`src/rtl/jtframe_ioctl2prog_if.sv`:
```
// rtl/jtframe_ioctl2prog_if.sv - loader byte stream in, SDRAM programming port out
interface jtframe_ioctl2prog_if #(
  parameter int SDRAMW = 23
);
  logic              downloading;
  logic [24:0]       ioctl_addr;
  logic [7:0]        ioctl_data;
  logic              ioctl_wr;
  logic [SDRAMW-1:0] prog_addr;
  logic [15:0]       prog_data;
  logic [1:0]        prog_mask;
  logic [1:0]        prog_ba;
  logic              prog_we;
  logic              prog_ack;
  logic              dwnld_busy;
  logic              overflow;

  modport master (
    output downloading, ioctl_addr, ioctl_data, ioctl_wr, prog_ack,
    input  prog_addr, prog_data, prog_mask, prog_ba, prog_we, dwnld_busy, overflow
  );

  modport slave (
    input  downloading, ioctl_addr, ioctl_data, ioctl_wr, prog_ack,
    output prog_addr, prog_data, prog_mask, prog_ba, prog_we, dwnld_busy, overflow
  );
endinterface

```
`src/rtl/jtframe_ioctl2prog.sv`:
```
// rtl/jtframe_ioctl2prog.sv - packs loader bytes into banked 16-bit SDRAM writes
// One even byte is held for pairing; completed words queue in a 4-entry FIFO.
module jtframe_ioctl2prog #(
  parameter int          SDRAMW    = 23,
  parameter logic [24:0] BA1_START = 25'h040_0000,
  parameter logic [24:0] BA2_START = 25'h080_0000,
  parameter logic [24:0] BA3_START = 25'h0C0_0000
) (
  input logic                 clk,
  input logic                 rst_n,
  jtframe_ioctl2prog_if.slave bus
);
  typedef struct packed {
    logic [SDRAMW-1:0] addr;
    logic [1:0]        ba;
    logic [15:0]       data;
    logic [1:0]        mask;
  } entry_t;

  function automatic entry_t make_entry(input logic [24:0] a, input logic [7:0] lo,
                                        input logic [7:0] hi, input logic [1:0] mask);
    entry_t      e;
    logic [24:0] start;
    logic [24:0] word;
    if (a >= BA3_START) begin
      e.ba = 2'd3; start = BA3_START;
    end else if (a >= BA2_START) begin
      e.ba = 2'd2; start = BA2_START;
    end else if (a >= BA1_START) begin
      e.ba = 2'd1; start = BA1_START;
    end else begin
      e.ba = 2'd0; start = 25'd0;
    end
    word   = (a - start) >> 1;
    e.addr = word[SDRAMW-1:0];
    e.data = {hi, lo};
    e.mask = mask;
    return e;
  endfunction

  entry_t      fifo_mem [4];
  entry_t      head_q;
  logic [1:0]  rd_ptr, wr_ptr;
  logic [2:0]  count;
  logic        hold_valid;
  logic [24:0] hold_addr;
  logic [7:0]  hold_data;
  logic        dl_q, prog_we_q, busy_q, overflow_q;

  entry_t      push_ent [3];
  logic [1:0]  push_num;
  logic        hold_valid_nx;
  logic [24:0] hold_addr_nx;
  logic [7:0]  hold_data_nx;

  logic        pop, drop;
  logic [1:0]  rd_nx, wr_nx;
  logic [2:0]  occ_pop, occ_nx;
  logic [2:0]  wen;
  logic [1:0]  waddr [3];

  // Byte pairing: builds up to three ordered pushes (two from the byte, one from a flush)
  always_comb begin
    hold_valid_nx = hold_valid;
    hold_addr_nx  = hold_addr;
    hold_data_nx  = hold_data;
    push_num      = 2'd0;
    for (int i = 0; i < 3; i++) push_ent[i] = '0;
    if (bus.ioctl_wr) begin
      if (!bus.ioctl_addr[0]) begin
        if (hold_valid) begin
          push_ent[push_num] = make_entry(hold_addr, hold_data, hold_data, 2'b10);
          push_num = push_num + 2'd1;
        end
        hold_valid_nx = 1'b1;
        hold_addr_nx  = bus.ioctl_addr;
        hold_data_nx  = bus.ioctl_data;
      end else if (hold_valid && bus.ioctl_addr == hold_addr + 25'd1) begin
        push_ent[push_num] = make_entry(hold_addr, hold_data, bus.ioctl_data, 2'b00);
        push_num = push_num + 2'd1;
        hold_valid_nx = 1'b0;
      end else begin
        if (hold_valid) begin
          push_ent[push_num] = make_entry(hold_addr, hold_data, hold_data, 2'b10);
          push_num = push_num + 2'd1;
        end
        push_ent[push_num] = make_entry(bus.ioctl_addr, bus.ioctl_data, bus.ioctl_data, 2'b01);
        push_num = push_num + 2'd1;
        hold_valid_nx = 1'b0;
      end
    end
    if (dl_q && !bus.downloading && hold_valid_nx) begin
      push_ent[push_num] = make_entry(hold_addr_nx, hold_data_nx, hold_data_nx, 2'b10);
      push_num = push_num + 2'd1;
      hold_valid_nx = 1'b0;
    end
  end

  // A pop in the same cycle frees its slot before pushes are accepted
  always_comb begin
    pop     = prog_we_q & bus.prog_ack;
    rd_nx   = rd_ptr + {1'b0, pop};
    occ_pop = count - {2'b00, pop};
    occ_nx  = occ_pop;
    wr_nx   = wr_ptr;
    drop    = 1'b0;
    wen     = '0;
    for (int i = 0; i < 3; i++) waddr[i] = 2'd0;
    for (int i = 0; i < 3; i++) begin
      if (2'(i) < push_num) begin
        if (occ_nx < 3'd4) begin
          wen[i]   = 1'b1;
          waddr[i] = wr_nx;
          wr_nx    = wr_nx + 2'd1;
          occ_nx   = occ_nx + 3'd1;
        end else begin
          drop = 1'b1;
        end
      end
    end
  end

  always_ff @(posedge clk) begin
    for (int i = 0; i < 3; i++)
      if (wen[i]) fifo_mem[waddr[i]] <= push_ent[i];
  end

  // Head is registered from the post-pop state, so a fresh push shows one edge later
  always_ff @(posedge clk or negedge rst_n) begin
    if (!rst_n) begin
      hold_valid  <= 1'b0;
      hold_addr   <= '0;
      hold_data   <= '0;
      dl_q        <= 1'b0;
      rd_ptr      <= '0;
      wr_ptr      <= '0;
      count       <= '0;
      prog_we_q   <= 1'b0;
      busy_q      <= 1'b0;
      overflow_q  <= 1'b0;
      head_q      <= '0;
      head_q.mask <= 2'b11;
    end else begin
      hold_valid <= hold_valid_nx;
      hold_addr  <= hold_addr_nx;
      hold_data  <= hold_data_nx;
      dl_q       <= bus.downloading;
      rd_ptr     <= rd_nx;
      wr_ptr     <= wr_nx;
      count      <= occ_nx;
      prog_we_q  <= occ_pop != 3'd0;
      head_q     <= fifo_mem[rd_nx];
      overflow_q <= overflow_q | drop;
      busy_q     <= bus.downloading | hold_valid_nx | (occ_nx != 3'd0);
    end
  end

  assign bus.prog_addr  = head_q.addr;
  assign bus.prog_data  = head_q.data;
  assign bus.prog_mask  = head_q.mask;
  assign bus.prog_ba    = head_q.ba;
  assign bus.prog_we    = prog_we_q;
  assign bus.dwnld_busy = busy_q;
  assign bus.overflow   = overflow_q;
endmodule
```
`src/flat_wrapper.sv`:
```
// flat-port wrapper written by rule: the top's interface ports become plain ports
module jtframe_ioctl2prog_flat 
#(
  parameter int          SDRAMW    = 23,
  parameter logic [24:0] BA1_START = 25'h040_0000,
  parameter logic [24:0] BA2_START = 25'h080_0000,
  parameter logic [24:0] BA3_START = 25'h0C0_0000
)
  (clk, rst_n, bus_downloading, bus_ioctl_addr, bus_ioctl_data, bus_ioctl_wr, bus_prog_ack, bus_prog_addr, bus_prog_data, bus_prog_mask, bus_prog_ba, bus_prog_we, bus_dwnld_busy, bus_overflow);
  jtframe_ioctl2prog_if #(.SDRAMW(SDRAMW)) bus_i ();
  input logic clk;
  input logic rst_n;
  input wire logic [$bits(bus_i.downloading)-1:0] bus_downloading;
  input wire logic [$bits(bus_i.ioctl_addr)-1:0] bus_ioctl_addr;
  input wire logic [$bits(bus_i.ioctl_data)-1:0] bus_ioctl_data;
  input wire logic [$bits(bus_i.ioctl_wr)-1:0] bus_ioctl_wr;
  input wire logic [$bits(bus_i.prog_ack)-1:0] bus_prog_ack;
  output wire logic [$bits(bus_i.prog_addr)-1:0] bus_prog_addr;
  output wire logic [$bits(bus_i.prog_data)-1:0] bus_prog_data;
  output wire logic [$bits(bus_i.prog_mask)-1:0] bus_prog_mask;
  output wire logic [$bits(bus_i.prog_ba)-1:0] bus_prog_ba;
  output wire logic [$bits(bus_i.prog_we)-1:0] bus_prog_we;
  output wire logic [$bits(bus_i.dwnld_busy)-1:0] bus_dwnld_busy;
  output wire logic [$bits(bus_i.overflow)-1:0] bus_overflow;
  assign bus_i.downloading = bus_downloading;
  assign bus_i.ioctl_addr = bus_ioctl_addr;
  assign bus_i.ioctl_data = bus_ioctl_data;
  assign bus_i.ioctl_wr = bus_ioctl_wr;
  assign bus_i.prog_ack = bus_prog_ack;
  assign bus_prog_addr = bus_i.prog_addr;
  assign bus_prog_data = bus_i.prog_data;
  assign bus_prog_mask = bus_i.prog_mask;
  assign bus_prog_ba = bus_i.prog_ba;
  assign bus_prog_we = bus_i.prog_we;
  assign bus_dwnld_busy = bus_i.dwnld_busy;
  assign bus_overflow = bus_i.overflow;
  jtframe_ioctl2prog #(.SDRAMW(SDRAMW), .BA1_START(BA1_START), .BA2_START(BA2_START), .BA3_START(BA3_START)) u_core (.clk(clk), .rst_n(rst_n), .bus(bus_i));
endmodule
```
`config.mk`:
```
export PLATFORM = sky130hd
export DESIGN_NAME = jtframe_ioctl2prog_flat
export DESIGN_NICKNAME = d
export VERILOG_FILES = /design/src/rtl/jtframe_ioctl2prog_if.sv /design/src/rtl/jtframe_ioctl2prog.sv /design/src/flat_wrapper.sv
export SDC_FILE = /design/constraint.sdc
export NUM_CORES = 1
export LEC_CHECK = 0
export BUFFER_PORTS_ARGS = -buffer_cell sky130_fd_sc_hd__buf_2
export CAP_MARGIN = 20
export CELL_PAD_IN_SITES_DETAIL_PLACEMENT = 0
export CELL_PAD_IN_SITES_GLOBAL_PLACEMENT = 1
export CORE_ASPECT_RATIO = 0.8
export CORE_MARGIN = 3
export CORE_UTILIZATION = 40
export DETAILED_ROUTE_END_ITERATION = 12
export PLACE_DENSITY = 0.74
export SYNTH_ARGS = -nofsm -noshare
export SYNTH_HDL_FRONTEND = slang
export SYNTH_SLANG_ARGS = --single-unit
```
`constraint.sdc`:
```
create_clock -name clk -period 10.9 [get_ports clk]
set_input_delay 0 -clock clk [delete_from_list [all_inputs] [get_ports clk]]
set_output_delay 0 -clock clk [all_outputs]
set_load 0.03 [all_outputs]
```
==> impl_metrics.yaml <==
clock_tree:
  cts_resized: 0
  clockRootBuffer: "clkbuf_16"
  clkTransAtPathRegs_ps: 60
  post_cts_buffers: 0
  cts_max_level: 1
  cts_tree: "done"
  cts_sinks: 260
  clk_path_buf_depth: 3
  insertion_delay_ps: 560
  cts.hold.buffers_added: 35
  cts-buffers-inserted: 28
floorplan:
  die_h_um: 175
  coreArea_um2: 35000
  initial_utilization_pct: 40.7
  fp-row-count: 61
  dieArea_um2: 37900
  ios: 84
  fp.dieW_um: 217
drt:
  finalWirelength_um: 40800
  viasPerCell: 5.83
  routedWlPerCell_um: 23.0
  ant_nets: 0
  firstDrtPassIters: 6
  drc: 0
  num_vias: 10300
  drt_iter0_markers: 1217
place:
  port_buffers: 83
  dpl.hpwl_um: 27200
  place_congestion: 0.881
  placedCellCount: 1686
sta:
  hold_viol: 6
  max_freq_mhz: 139
  setup_viol: 0
  rsz0062_at_grt: "false"
  final.setup.tns_ps: 0
  hold_ws_ps: -16.7
  final_max_slew_viol_count: 0
  period_minus_slack_ps: 7220
  fin_crit_sh_pct: 66.2
  worst_pin_slew_ps: 1000
  maxSlewHeadroom_pct: 33.2
  clock_skew_ps: 16.3
global_route:
  grt_pass1_vias: 9776
  track_usage_pct: 21.3
  grt_pass1_wl_um: 62400
  grt_start_max_net_pins: 65
  overflow: 0
  antenna_found_initial: 0
setup_path:
  critical_path_required_ps: 11090
  r2r-end: "u_core.fifo_mem[3][31]"
  arrival_ps: 7410
  path_max_fanout: 43
  critPathSlowestCell: "nand2_1"
  r2r.worst_path.cells: 20
  crit_type: "flip-flop to flip-flop"
  worst-path-buf-inv: 2
  cpLargestDelayFamily: "simple AND/OR/NAND/NOR gates"
  slowest_delay_ps: 610
  ff2ff_setup_slack_ps: 3680
  start_kind: "flip-flop"
  critPathLaunch: "u_core.hold_addr[0]"
  worstSetupEndpointType: "flip-flop"
  path_depth: 20
  crit_path_cell_trace: "ha_1 -> nand4_1 -> nor4_4 -> nand4_1 -> xnor2_1 -> nor4_2 -> nand4_2 -> nand4_2 -> ha_1 -> inv_1 -> o22ai_1 -> a21oi_1 -> nand2_1 -> xnor2_1 -> ha_1 -> a21oi_1 -> nand2_1 -> nand4_1 -> o221ai_4 -> buf_4"
  crit_path_end: "u_core.fifo_mem[3][31]"
  r2r_start: "u_core.hold_addr[0]"
synthesis:
  syn-num-nets: 1257
  async_flop_share_pct: 33.8
  synth-edff-count: 172
  yosys_warnings: 0
  synth_seq_cells: 260
  synth_top_area_share_pct: 36.3
  synth.distinct_cells: 74
  synth_top_area_cell: "edfxtp_1"
  synth_area_um2: 14200
  ys_seq_area_share_pct: 51.7
  ys.flop_type: "edfxtp_1"
  synth_area_leaders: "edfxtp_1 36%, dfrtp_1 15%, mux2i_1 9.3%"
  postSynthAreaPerCell_um2: 11.9
  netlist_instances: 1200
cells_and_area:
  drive_above_1_share_pct: 17.8
  fin_util_pct: 47.3
  nNetsFinal: 1336
  area_growth_pct: 16.0
  instances_no_fill: 1772
  diodes: 0
power:
  ir_drop_v: 0.000177
  p_leak_nw: 6.75
  power_density_nw_per_um2: 228
outcome:
  failed_checks: "negative hold slack"
  status: "finished with violations"
flow_run:
  cap_viol_max_count: 0
worst_hold_path:
  hold_class: "primary input to asynchronous set/reset pin"
## worst min-delay path by stage
stage,end,startpoint,cells past startpoint,slack (ps)
floorplan,u_core.bus.dwnld_busy,rst_n,0,-300
global placement,u_core.bus.prog_addr[9],rst_n,1,40
detailed placement,u_core.bus.prog_addr[9],rst_n,1,40
CTS,u_core.bus.prog_addr[9],rst_n,2,4
global route,u_core.bus.prog_addr[6],rst_n,2,60
finish,u_core.bus.prog_addr[9],rst_n,2,-20
## worst reg2reg max path, delay by kind of cell, from the launching register on
family / cells / cell delay, ps
and+or+nand+nor: 9 / 3300
adders and majority gates: 3 / 900
AOI/OAI and AO/OA: 4 / 920
buffers and inverters: 2 / 670
DFF: 1 / 430
xor gates and xnor gates: 2 / 550
## sequential cells by signal, summed over array words and instances, names as in the netlist, 2 cells and up
signal	count
u_core.bus.prog_ba	2
u_core.rd_ptr	2
u_core.fifo_mem	172
u_core.count	3
u_core.bus.prog_addr	23
u_core.bus.prog_mask	2
u_core.bus.prog_data	16
u_core.wr_ptr	2
u_core.hold_addr	25
u_core.hold_data	8
## cell usage after synthesis (all sizes together), types with 4 or more instances
cell     number
a21oi        75
a221oi        7
a222oi        7
a22o         16
a22oi        36
a2bb2oi       4
a31oi         6
and2          7
and3          6
and4         11
buf          43
clkbuf       44
dfrtp        86
edfxtp      172
ha           19
inv          40
mux2         10
mux2i       133
mux4         43
nand2       102
nand2b        5
nand3        39
nand3b        7
nand4        13
nor2         73
nor2b         8
nor3         16
nor4          7
o211ai        7
o21a          4
o21ai        33
o221ai       30
o22a          6
o22ai         5
or2           4
xnor2        23
xor2         19
## layer usage
layer / global-route usage (%) / routed length, um
met5: 0 / 0
met2: 28.7 / 16600
met1: 35.1 / 19900
met3: 4.49 / 3510
met4: 3.91 / 756
## layout by cell type, fill, tap and decap left out, types with 19 or more instances in the layout
cell           synthesis  layout
a21oi_1               74      74
xnor2_1               23      23
nand2_1              102     102
mux2i_1              133     133
o21ai_0               32      31
nor2_1                73      73
mux4_2                43      43
clkbuf_16              0      28
nand3_1               38      38
a22oi_1               36      36
dlygate4sd3_1          0      35
buf_2                 24      82
inv_1                 39      39
buf_4                  4      19
o221ai_1              30      28
dfrtp_1               86      85
edfxtp_1             172     172
## power by group
part	switching, mW	total [mW]	internal [mW]	leakage, nW
registers	0.0897	1.40	1.31	2.62
logic	0.818	1.32	0.502	3.63
clock network	0.403	1.04	0.638	0.490
## cell type report
class	count	area, um2
repair buffers	136	903
clock buffers	33	719
clock inverters	18	289
fillers	3203	18400
inverters	42	158
well taps	472	591
flip-flops and latches	260	7370
multi-input cells	811	6490
## through the flow
stage	area [um2]	setup slack [ps]	power (mW)
after floorplan	14200	2620	2.33
after global placement	15200	4020	2.74
after detailed placement	15200	3800	2.75
after CTS	16500	3790	3.80
after global routing	16500	3000	3.96
final	16500	3680	3.76
## kinds of logic (layout without fill, tap and decap cells)
| kind of cell | count (synthesis) | count (layout) | share of synthesized area, % |
|---|---|---|---|
| adder cells (fa/ha/maj) | 19 | 19 | 1.67 |
| XOR/XNOR | 42 | 42 | 2.58 |
| AO/OA/AOI/OAI | 258 | 258 | 12.5 |
| multiplexers | 186 | 186 | 16.9 |
| flip-flops | 260 | 260 | 51.7 |
| buffers and inverters | 129 | 229 | 3.77 |
| AND/OR/NAND/NOR | 306 | 306 | 10.8 |
(Power assumes the default switching activity.)
